[src/rtl/seven_seg_scan_ctrl.sv]
// Multiplexed 7-segment scan controller: one GUARD (dark) cycle, then REFRESH_DIV SHOW cycles per digit.
// Optional macro LEADING_ZERO_BLANK_EN keeps leading-zero digits dark during their SHOW slot.
module seven_seg_scan_ctrl #(
    parameter int NUM_DIGITS  = 4,
    parameter int REFRESH_DIV = 1000
) (
    input  logic                    clk,
    input  logic                    rst,
    input  logic [4*NUM_DIGITS-1:0] digits_in,
    input  logic                    load,
    output logic                    load_ready,
    output logic [3:0]              bcd_out,
    output logic [NUM_DIGITS-1:0]   digit_en,
    output logic                    frame_start
);
    localparam int IDX_W = $clog2(NUM_DIGITS);
    localparam int CNT_W = $clog2(REFRESH_DIV);

    typedef enum logic {GUARD, SHOW} state_t;

    state_t                         state;
    logic                           started;
    logic                           pending;
    logic [IDX_W-1:0]               idx;
    logic [IDX_W-1:0]               next_idx;
    logic [CNT_W-1:0]               cnt;
    logic [NUM_DIGITS-1:0][3:0]     display;
    logic [NUM_DIGITS-1:0][3:0]     shadow;
    logic [NUM_DIGITS-1:0][3:0]     next_display;
    logic [NUM_DIGITS-1:0]          show_mask;

    assign next_idx     = (idx == IDX_W'(NUM_DIGITS - 1)) ? '0 : idx + IDX_W'(1);
    // A pending load lands only on the wrap back to digit 0, so a frame never mixes old and new data.
    assign next_display = (next_idx == '0 && pending) ? shadow : display;

`ifdef LEADING_ZERO_BLANK_EN
    logic [NUM_DIGITS-1:0] zero_above;

    always_comb begin
        logic acc;
        acc        = 1'b1;
        zero_above = '0;
        for (int k = NUM_DIGITS - 1; k >= 0; k--) begin
            acc           = acc & (display[k] == 4'd0);
            zero_above[k] = acc;
        end
    end

    assign show_mask = (idx != '0 && zero_above[idx]) ? '0 : NUM_DIGITS'(1) << idx;
`else
    assign show_mask = NUM_DIGITS'(1) << idx;
`endif

    always_ff @(posedge clk) begin
        if (rst) begin
            state       <= GUARD;
            started     <= 1'b0;
            pending     <= 1'b0;
            idx         <= '0;
            cnt         <= '0;
            display     <= '0;
            shadow      <= '0;
            load_ready  <= 1'b1;
            bcd_out     <= 4'd0;
            digit_en    <= '0;
            frame_start <= 1'b0;
        end else begin
            if (load && load_ready) begin
                shadow  <= digits_in;
                pending <= 1'b1;
            end
            // Stays low for the commit cycle itself; rises one cycle after pending clears.
            load_ready  <= !(load && load_ready) && !pending;
            frame_start <= 1'b0;

            if (!started) begin
                // First cycle out of reset is the GUARD slot of digit 0.
                started     <= 1'b1;
                frame_start <= 1'b1;
            end else begin
                case (state)
                    GUARD: begin
                        state    <= SHOW;
                        cnt      <= '0;
                        digit_en <= show_mask;
                    end
                    SHOW: begin
                        if (cnt == CNT_W'(REFRESH_DIV - 1)) begin
                            state    <= GUARD;
                            digit_en <= '0;
                            idx      <= next_idx;
                            display  <= next_display;
                            bcd_out  <= next_display[next_idx];
                            if (next_idx == '0) begin
                                frame_start <= 1'b1;
                                if (pending) pending <= 1'b0;
                            end
                        end else begin
                            cnt <= cnt + CNT_W'(1);
                        end
                    end
                    default: state <= GUARD;
                endcase
            end
        end
    end
endmodule

[config.mk]
export PLATFORM = sky130hd
export DESIGN_NAME = seven_seg_scan_ctrl
export DESIGN_NICKNAME = d
export VERILOG_FILES = /design/src/rtl/seven_seg_scan_ctrl.sv
export SDC_FILE = /design/constraint.sdc
export NUM_CORES = 1
export LEC_CHECK = 0
export ABC_AREA = 1
export CAP_MARGIN = 25
export CORE_AREA = 2 2 56 98
export DETAILED_ROUTE_END_ITERATION = 8
export DIE_AREA = 0 0 58 100
export PLACE_DENSITY = 0.78
export SETUP_SLACK_MARGIN = 0.02
export SYNTH_ARGS = -nofsm -noshare
export SYNTH_HDL_FRONTEND = slang
export SYNTH_SLANG_ARGS = --single-unit
[constraint.sdc]
create_clock -name clk -period 2.2 [get_ports clk]
set_input_delay 0.55 -clock clk [delete_from_list [all_inputs] [get_ports clk]]
set_output_delay 0.55 -clock clk [all_outputs]
set_load 0.01 [all_outputs]
After elaboration in Yosys (flattened, before gate mapping)
Index checks and enable logic that the tools add are counted.
{ "totals": {"output_inout_bits": 10, "regBits": 57, "wordCells": 56, "inputBits": 19} }
{ "op_classes": {"magnitude_cmp": 1, "n_bitwise": 1, "n_reduce_logical": 9, "add_sub_neg": 2, "muxes": 21, "eq_ne": 4, "shifts": 1} }
{ "op_table": {"columns": ["operator", "n"], "rows": [
  ["10-bit one-hot mux with 2 select lines", 1],
  ["16-bit two-way mux", 1],
  ["1-bit two-way mux", 12],
  ["10-bit by 1-bit adder with 10-bit output (second input constant)", 1],
  ["10-bit equality test (second input constant)", 1],
  ["10-bit two-way mux", 1],
  ["4-bit binary-select mux with 2-bit select", 1],
  ["4-bit two-way mux", 2],
  ["4-bit one-hot mux with 2 select lines", 1],
  ["2-bit AND reduction", 2],
  ["1-bit by 2-bit left shift with 4-bit output (first input constant)", 1],
  ["1-bit logical AND", 3],
  ["2-bit by 3-bit < comparator with 1-bit output (second input constant)", 1],
  ["3-bit AND reduction", 1],
  ["2-bit by 1-bit adder with 2-bit output (second input constant)", 1],
  ["2-bit equality test (second input constant)", 1],
  ["1-bit zero test", 2],
  ["2-bit zero test", 1],
  ["2-bit two-way mux", 1],
  ["2-bit by 1-bit != test with 1-bit output (second input constant)", 1],
  ["2-bit != test (second input constant)", 1],
  ["1-bit one-hot mux with 2 select lines", 1],
  ["1-bit inverter", 1]
]} }

Logic depth before layout (Yosys ltp)
Gate-level depths: netlist of run 1.
{ "depth": {"depth_word": 7, "mapped_depth": 10, "depth_no_buf": 9} }

Worst setup path after synthesis of run 1
OpenSTA, ideal clock, no wires.
{ "synth_timing": {"kind": "reg-to-reg", "start": "register cnt[0]", "end": "register display[0] (netlist name)", "slack_ps": 705, "setup_ps": 113, "t_arrival_ps": 1382, "t_required_ps": 2087, "period_less_slack_ps": 1495, "path_stages_with_launch": 10, "cell_sequence": "dfxtp_1 > ha_1 > nand2_2 > nor2_4 > nand4_4 > nor2_8 > buf_6 > nand2_1 > nand2_1 > nor2_1"} }
{ "synth_between": {"elab_chain_cells": 2} }
{ "synth_rtl": {"columns": ["item", "line", "rtl"], "rows": [
  ["from (decl)", "26", "logic [CNT_W-1:0] cnt;"],
  ["from (signal assigned)", "99", "cnt <= cnt + CNT_W'(1);"],
  ["10-bit equality test", "88", "if (cnt == CNT_W'(REFRESH_DIV - 1)) begin"],
  ["3-bit AND reduction (no source line)", null, null],
  ["to (signal assigned)", "92", "display <= next_display;"],
  ["to (decl)", "27", "logic [NUM_DIGITS-1:0][3:0] display;"]
]} }
Every way passes these cells.
A chain may end at the register's enable or synchronous reset.

Worst setup path in the final report of run 1
{ "layout_timing": {"start": "register cnt[0]", "end": "register display[5] (netlist name)"} }
Same word-level chain as after synthesis.

==> results of run 1 <==
==> Yosys cell counts <==
cell | n | area, um2
a211oi_1 | 1 | 7.510
a21oi_1 | 10 | 50.05
a21oi_2 | 1 | 8.760
buf_1 | 1 | 3.750
buf_4 | 1 | 7.510
buf_6 | 5 | 56.30
clkbuf_1 | 9 | 33.78
clkinv_1 | 1 | 3.750
dfxtp_1 | 57 | 1141
ha_1 | 6 | 75.07
inv_1 | 37 | 138.9
inv_2 | 1 | 3.750
nand2_1 | 117 | 439.2
nand2_2 | 1 | 6.260
nand2_4 | 1 | 11.26
nand3_1 | 17 | 85.08
nand3_4 | 1 | 17.52
nand4_1 | 2 | 12.51
nand4_4 | 1 | 21.27
nor2_1 | 99 | 371.6
nor2_2 | 3 | 18.77
nor2_4 | 1 | 11.26
nor2_8 | 1 | 20.02
o21ai_0 | 37 | 185.2
o21bai_1 | 1 | 7.510
xor2_1 | 1 | 8.760
==> sequential cells by signal (all words and copies together), names as in the netlist <==
| register | cells |
|---|---|
| state | 1 |
| started | 1 |
| load_ready | 1 |
| cnt | 10 |
| display | 16 |
| digit_en | 4 |
| shadow | 16 |
| idx | 2 |
| pending | 1 |
| frame_start | 1 |
| bcd_out | 4 |
==> cell families (layout without fill, tap and decap cells) <==
| logic type | count (synthesis) | after routing | share of synthesized area [%] |
|---|---|---|---|
| buffers and inverters | 55 | 90 | 9.020 |
| adder cells (fa/ha/maj) | 6 | 6 | 2.733 |
| AND/OR/NAND/NOR | 244 | 244 | 36.95 |
| flip-flops | 57 | 57 | 41.55 |
| XOR/XNOR | 1 | 1 | 0.3190 |
| AO/OA/AOI/OAI | 50 | 50 | 9.431 |
==> area by class of cell <==
| class | count | area [um2] |
|---|---|---|
| clock buffer | 12 | 155.1 |
| clock inverter | 3 | 40.04 |
| fill | 479 | 1831 |
| inverter | 39 | 146.4 |
| multi-input combinational | 301 | 1358 |
| sequential | 57 | 1141 |
| tap | 55 | 68.82 |
| timing repair buffer | 36 | 340.3 |
==> per-stage QoR <==
step	worst slack, ns	power [mW]	area (um2)
finish	0.2723	2.187	3249
global route	0.09012	2.293	3249
CTS	0.2981	2.210	3249
detailed placement	0.2998	1.250	3054
global placement	0.3864	1.246	3054
floorplan	0.7054	1.183	2746
==> worst max path at each step <==
stage | start | end | slack (ns) | depth (start not counted)
floorplan | cnt[0] | display[0] | 0.71 | 9
global placement | cnt[0] | display[9] | 0.39 | 8
detailed placement | cnt[0] | display[5] | 0.30 | 8
CTS | cnt[0] | display[5] | 0.30 | 8
global route | cnt[0] | display[5] | 0.09 | 8
finish | cnt[0] | display[5] | 0.27 | 8
==> per-layer routing <==
| metal | routed length, um | vias to the layer above | GRT usage (%) |
|---|---|---|---|
| met5 | 0 | - | 0 |
| met4 | 131 | 0 | 12.34 |
| met3 | 170 | 11 | 5.541 |
| met2 | 3108 | 45 | 39.95 |
| met1 | 2247 | 1088 | 22.23 |
| li1 | - | 1332 | - |
==> power breakdown <==
group,leakage (nW),internal [mW],switching [mW]
registers,0.465,1.07,0.0188
clock network,0.102,0.575,0.386
logic,0.926,0.0688,0.0728
==> worst max-delay path: cells and delay by family, from the launching register on <==
kind | cells | cell delay, ns
adders and majority gates | 1 | 0.23
DFF | 1 | 0.37
and+or+nand+nor | 7 | 1.22
==> cell usage in the layout, fill, tap and decap left out, drive strengths merged <==
cell type | Yosys | final
a211oi | 1 | 1
a21oi | 11 | 11
buf | 7 | 8
bufinv | 0 | 1
clkbuf | 9 | 12
clkdlybuf4s50 | 0 | 28
clkinv | 1 | 3
dfxtp | 57 | 57
ha | 6 | 6
inv | 38 | 38
nand2 | 119 | 119
nand3 | 18 | 18
nand4 | 3 | 3
nor2 | 104 | 104
o21ai | 37 | 37
o21bai | 1 | 1
xor2 | 1 | 1
==> results.sh, run 1 <==
export IMPL_worst_slew_pin_slew_ns=0.4402
export IMPL_hold_viol=0
export IMPL_htree_levels=3
export IMPL_rsz0062_at_grt="no"
export IMPL_drv_slew=0
export IMPL_ir_drop_v=0.0007183
export IMPL_critPathCaptureType="register"
export IMPL_p_leak_nw=1.493
export IMPL_cts_sinks=57
export IMPL_fp_row_count=35
export IMPL_grt_max_degree=36
export IMPL_hold_slack_ns=0.4606
export IMPL_drtIter0Drc=56
export IMPL_cp_common_cell="nand2_1"
export IMPL_start_util_pct=54.06
export IMPL_synth_cell_types=26
export IMPL_wl_um=5657
export IMPL_setup_tns_ns=0
export IMPL_maxCapViolations=0
export IMPL_cts_resized=0
export IMPL_crit_fanout=35
export IMPL_synth_sequential_area_ratio_pct=41.55
export IMPL_worst_path_max_delay_cell="nor2_8"
export IMPL_holdPathStages=2
export IMPL_cp_cell_sequence="ha_1, nand2_2, nor2_4, nand4_4, nor2_8, nand2_1, nand2_1, nor2_1"
export IMPL_regToRegEndpoint="display[5]"
export IMPL_dieArea_um2=5800
export IMPL_ys_warn_count=0
export IMPL_ant_nets=0
export IMPL_antenna_found_initial=0
export IMPL_min_to="digit_en[3]"
export IMPL_start_kind="register"
export IMPL_drc=0
export IMPL_finalCritPeriodShare_pct=87.62
export IMPL_coreArea_um2=5080
export IMPL_overflow=0
export IMPL_io_pins=29
export IMPL_gp_congestion=0.8954
export IMPL_finalNonFillerCells=503
export IMPL_track_usage_pct=22.09
export IMPL_clock_tree_root_cell="clkbuf_8"
export IMPL_drt_first_pass_iters=5
export IMPL_area_growth_pct=18.31
export IMPL_min_period_ns=1.928
export IMPL_drive_above_1_share_pct=7.366
export IMPL_first_global_vias=2348
export IMPL_hold_path_class="reg2reg"
export IMPL_critPathArrivalTime_ns=2.16
export IMPL_numCtsBuffers=9
export IMPL_ff2ff_path_depth=8
export IMPL_max_slew_margin_pct=70.65
export IMPL_cts_tree="done"
export IMPL_r2r_slack_ns=0.27
export IMPL_cts_max_path_buffers=2
export IMPL_wl_per_cell_um=11.25
export IMPL_dp_hpwl_um=4146
export IMPL_final_core_util_pct=63.97
export IMPL_hp_start="digit_en[3]"
export IMPL_die_w_um=58
export IMPL_fin_worst_skew_ns=0.005935
export IMPL_vias=2476
export IMPL_die_height_um=100
export IMPL_synth_net_count=438
export IMPL_antenna_cells=0
export IMPL_crit_type="reg2reg"
export IMPL_setup_violations=0
export IMPL_syn_area_per_cell_um2=6.650
export IMPL_nets=469
export IMPL_synthCells=413
export IMPL_postCtsHoldBufs=0
export IMPL_rr_startpoint="cnt[0]"
export IMPL_worstSkewPairLatency_ns=0.33
export IMPL_via_per_inst=4.922
export IMPL_grt_pass1_wl_um=9929
export IMPL_placed_cells=488
export IMPL_max_stage_delay_ns=0.44
export IMPL_cts_setup_buffers=0
export IMPL_clock_fmax_mhz=518.8
export IMPL_synth_seq_cells=57
export IMPL_power_density_nw_per_um2=673.1
export IMPL_status="finished, final reports clean"
export IMPL_syn_area_um2=2746
export IMPL_cp_required_ns=2.43
export IMPL_clk_pin_slew_worst_paths_ns=0.06
export IMPL_buffer_ports_inserted=28
Note: power is estimated with default switching activity, not from simulation.
==> run 2: changes to the inputs <==
--- a/config.mk
+++ b/config.mk
@@ -7,10 +7,10 @@
 export LEC_CHECK = 0
 export ABC_AREA = 1
 export CAP_MARGIN = 25
-export CORE_AREA = 2 2 56 98
+export CORE_AREA = 2 2 74 76
 export DETAILED_ROUTE_END_ITERATION = 8
-export DIE_AREA = 0 0 58 100
-export PLACE_DENSITY = 0.78
+export DIE_AREA = 0 0 76 78
+export PLACE_DENSITY = 0.77
 export SETUP_SLACK_MARGIN = 0.02
 export SYNTH_ARGS = -nofsm -noshare
 export SYNTH_HDL_FRONTEND = slang
==> results.sh, run 2 (synthesis gave the netlist of run 1 again) <==
export IMPL_worstSkewPairLatency_ns=0.34
export IMPL_min_period_ns=1.920
export IMPL_final_common_cell="nand2_1"
export IMPL_cts_sinks=57
export IMPL_first_global_vias=2286
export IMPL_setup_tns_ns=0
export IMPL_area_growth_pct=19.73
export IMPL_setup_violations=0
export IMPL_antenna_cells=0
export IMPL_cp_num_cells=8
export IMPL_cts_tree="done"
export IMPL_wl_um=5438
export IMPL_ant_nets=0
export IMPL_clk_pin_slew_worst_paths_ns=0.06
export IMPL_die_w_um=76
export IMPL_rr_startpoint="cnt[0]"
export IMPL_power_internal_mw=1.797
export IMPL_finalCritPeriodShare_pct=87.27
export IMPL_cp_common_cell="nand2_1"
export IMPL_critPathBufInv=0
export IMPL_netSwitchingFraction_pct=21.53
export IMPL_clock_tree_root_cell="clkbuf_8"
export IMPL_hold_viol=0
export IMPL_seqPwrFrac_pct=47.4
export IMPL_dieArea_um2=5928
export IMPL_hold_slack_ns=0.4641
export IMPL_crit_type="reg2reg"
export IMPL_fin_worst_skew_ns=0.007496
export IMPL_track_usage_pct=20.57
export IMPL_critPathCaptureType="register"
export IMPL_final_cell_mix="nand2_1 (117), nor2_1 (99), dfxtp_1 (57)"
export IMPL_max_stage_delay_ns=0.42
export IMPL_cts_resized=0
export IMPL_worst_slew_pin_slew_ns=0.4250
export IMPL_register_area_um2=1141
export IMPL_maxCapViolations=0
export IMPL_gp_congestion=0.8920
export IMPL_crit_fanout=35
export IMPL_endpoint="display[5]"
export IMPL_drv_slew=0
export IMPL_drive_above_1_share_pct=6.935
export IMPL_critical_path_top_delay_family="simple AND/OR/NAND/NOR gates"
export IMPL_p_leak_nw=1.497
export IMPL_wl_per_cell_um=10.52
export IMPL_fill_cells=453
export IMPL_crit_start="cnt[0]"
export IMPL_ir_drop_v=0.0004159
export IMPL_power_density_nw_per_um2=696.4
export IMPL_combinationalPowerShare_pct=6.3
export IMPL_cp_cell_sequence="ha_1, nand2_2, nor2_4, nand4_4, nor2_8, nand2_1, nand2_1, nor2_1"
export IMPL_drt_first_pass_iters=4
export IMPL_cts_max_path_buffers=2
export IMPL_multiInputGateArea_um2=1358
export IMPL_met3_usage_pct=3.953
export IMPL_met2_usage_pct=34.38
export IMPL_vias=2445
export IMPL_drtIter0Drc=106
export IMPL_io_pins=29
export IMPL_ff2ff_path_depth=8
export IMPL_dp_hpwl_um=3779
export IMPL_die_height_um=78
export IMPL_numCtsBuffers=9
export IMPL_reg_top3="display (16), shadow (16), cnt (10)"
export IMPL_cp_required_ns=2.43
export IMPL_status="finished, final reports clean"
export IMPL_clkPwrFrac_pct=46.3
export IMPL_hold_path_class="reg2reg"
export IMPL_grt_use_met1_pct=25.24
export IMPL_nets=468
export IMPL_via_per_inst=4.729
export IMPL_buffer_ports_inserted=28
export IMPL_cts_setup_buffers=0
export IMPL_htree_levels=3
export IMPL_worst_path_max_delay_cell="nor2_8"
export IMPL_overflow=0
export IMPL_regToRegEndpoint="display[5]"
export IMPL_drc=0
export IMPL_holdPathStages=2
export IMPL_postCtsHoldBufs=0
export IMPL_start_util_pct=54.47
export IMPL_grt_pass1_wl_um=9784
export IMPL_grt_max_degree=36
export IMPL_rsz0062_at_grt="no"
export IMPL_p_switching_mw=0.4930
export IMPL_start_kind="register"
export IMPL_busiest_layer="met2"
export IMPL_max_slew_margin_pct=71.66
export IMPL_fp_row_count=26
export IMPL_coreArea_um2=5042
export IMPL_clock_fmax_mhz=520.9
export IMPL_critPathArrivalTime_ns=2.15
export IMPL_antenna_found_initial=0
export IMPL_r2r_slack_ns=0.28
-- run 2: how the worst min path moves through the flow --
stage | start | slack (ns) | to
6_report | digit_en[0] | 0.46 | digit_en[0]
5_1_grt | digit_en[3] | 0.48 | digit_en[3]
4_1_cts | digit_en[3] | 0.47 | digit_en[3]
3_5_place_dp | digit_en[3] | 0.46 | digit_en[3]
3_3_place_gp | digit_en[2] | 0.45 | digit_en[2]
2_1_floorplan | pending | 0.45 | load_ready
-- run 2: layout make-up --
class                           instances  share of cell area (%)
Clock buffer                           12                   4.414
Clock inverter                          3                   1.979
Inverter                               39                   4.452
Multi-Input combinational cell        301                   41.29
Sequential cell                        57                   34.70
Tap cell                               70                   2.664
Timing Repair Buffer                   35                   10.50
-- run 2: power groups by stage --
stage               Sequential [mW]  Clock, mW  Combinational (mW)
detailed placement             1.11          0               0.144
global route                   1.09       1.13               0.164
CTS                            1.09       1.08               0.145
finish                         1.09       1.06               0.143
floorplan                      1.10          0              0.0779
global placement               1.11          0               0.143
-- run 2: routing by layer --
layer | up-vias | wire (um)
li1 | 1330 | -
met3 | 9 | 208
met4 | 0 | 91
met2 | 51 | 2477
met1 | 1055 | 2662
met5 | - | 0
-- run 2: worst min-delay path, cell delays in order, from the launching register on --
cell	delay [ns]
dfxtp_1	0.31
nand2_1	0.06
a21oi_1	0.05
-- run 2: metrics by stage --
step	cell area [um2]	util (%)	instances	power, mW	setup WS [ns]
3_5_place_dp	3078	61.04	502	1.252	0.3070
2_1_floorplan	2746	-	413	1.183	0.7054
3_3_place_gp	3078	61.04	502	1.250	0.3944
4_1_cts	3288	65.21	517	2.312	0.2774
5_1_grt	3288	65.21	517	2.380	0.07203
6_report	3288	65.21	517	2.290	0.2802
==> run 3: changes to the inputs <==
--- a/config.mk
+++ b/config.mk
@@ -6,6 +6,7 @@
 export NUM_CORES = 1
 export LEC_CHECK = 0
 export ABC_AREA = 1
+export ABC_CLOCK_PERIOD_IN_PS = 2200
 export CAP_MARGIN = 25
 export CORE_AREA = 2 2 74 76
 export DETAILED_ROUTE_END_ITERATION = 8
==> results of run 3 <==
No change in the layout: final DEF, timing and power equal those of run 2.
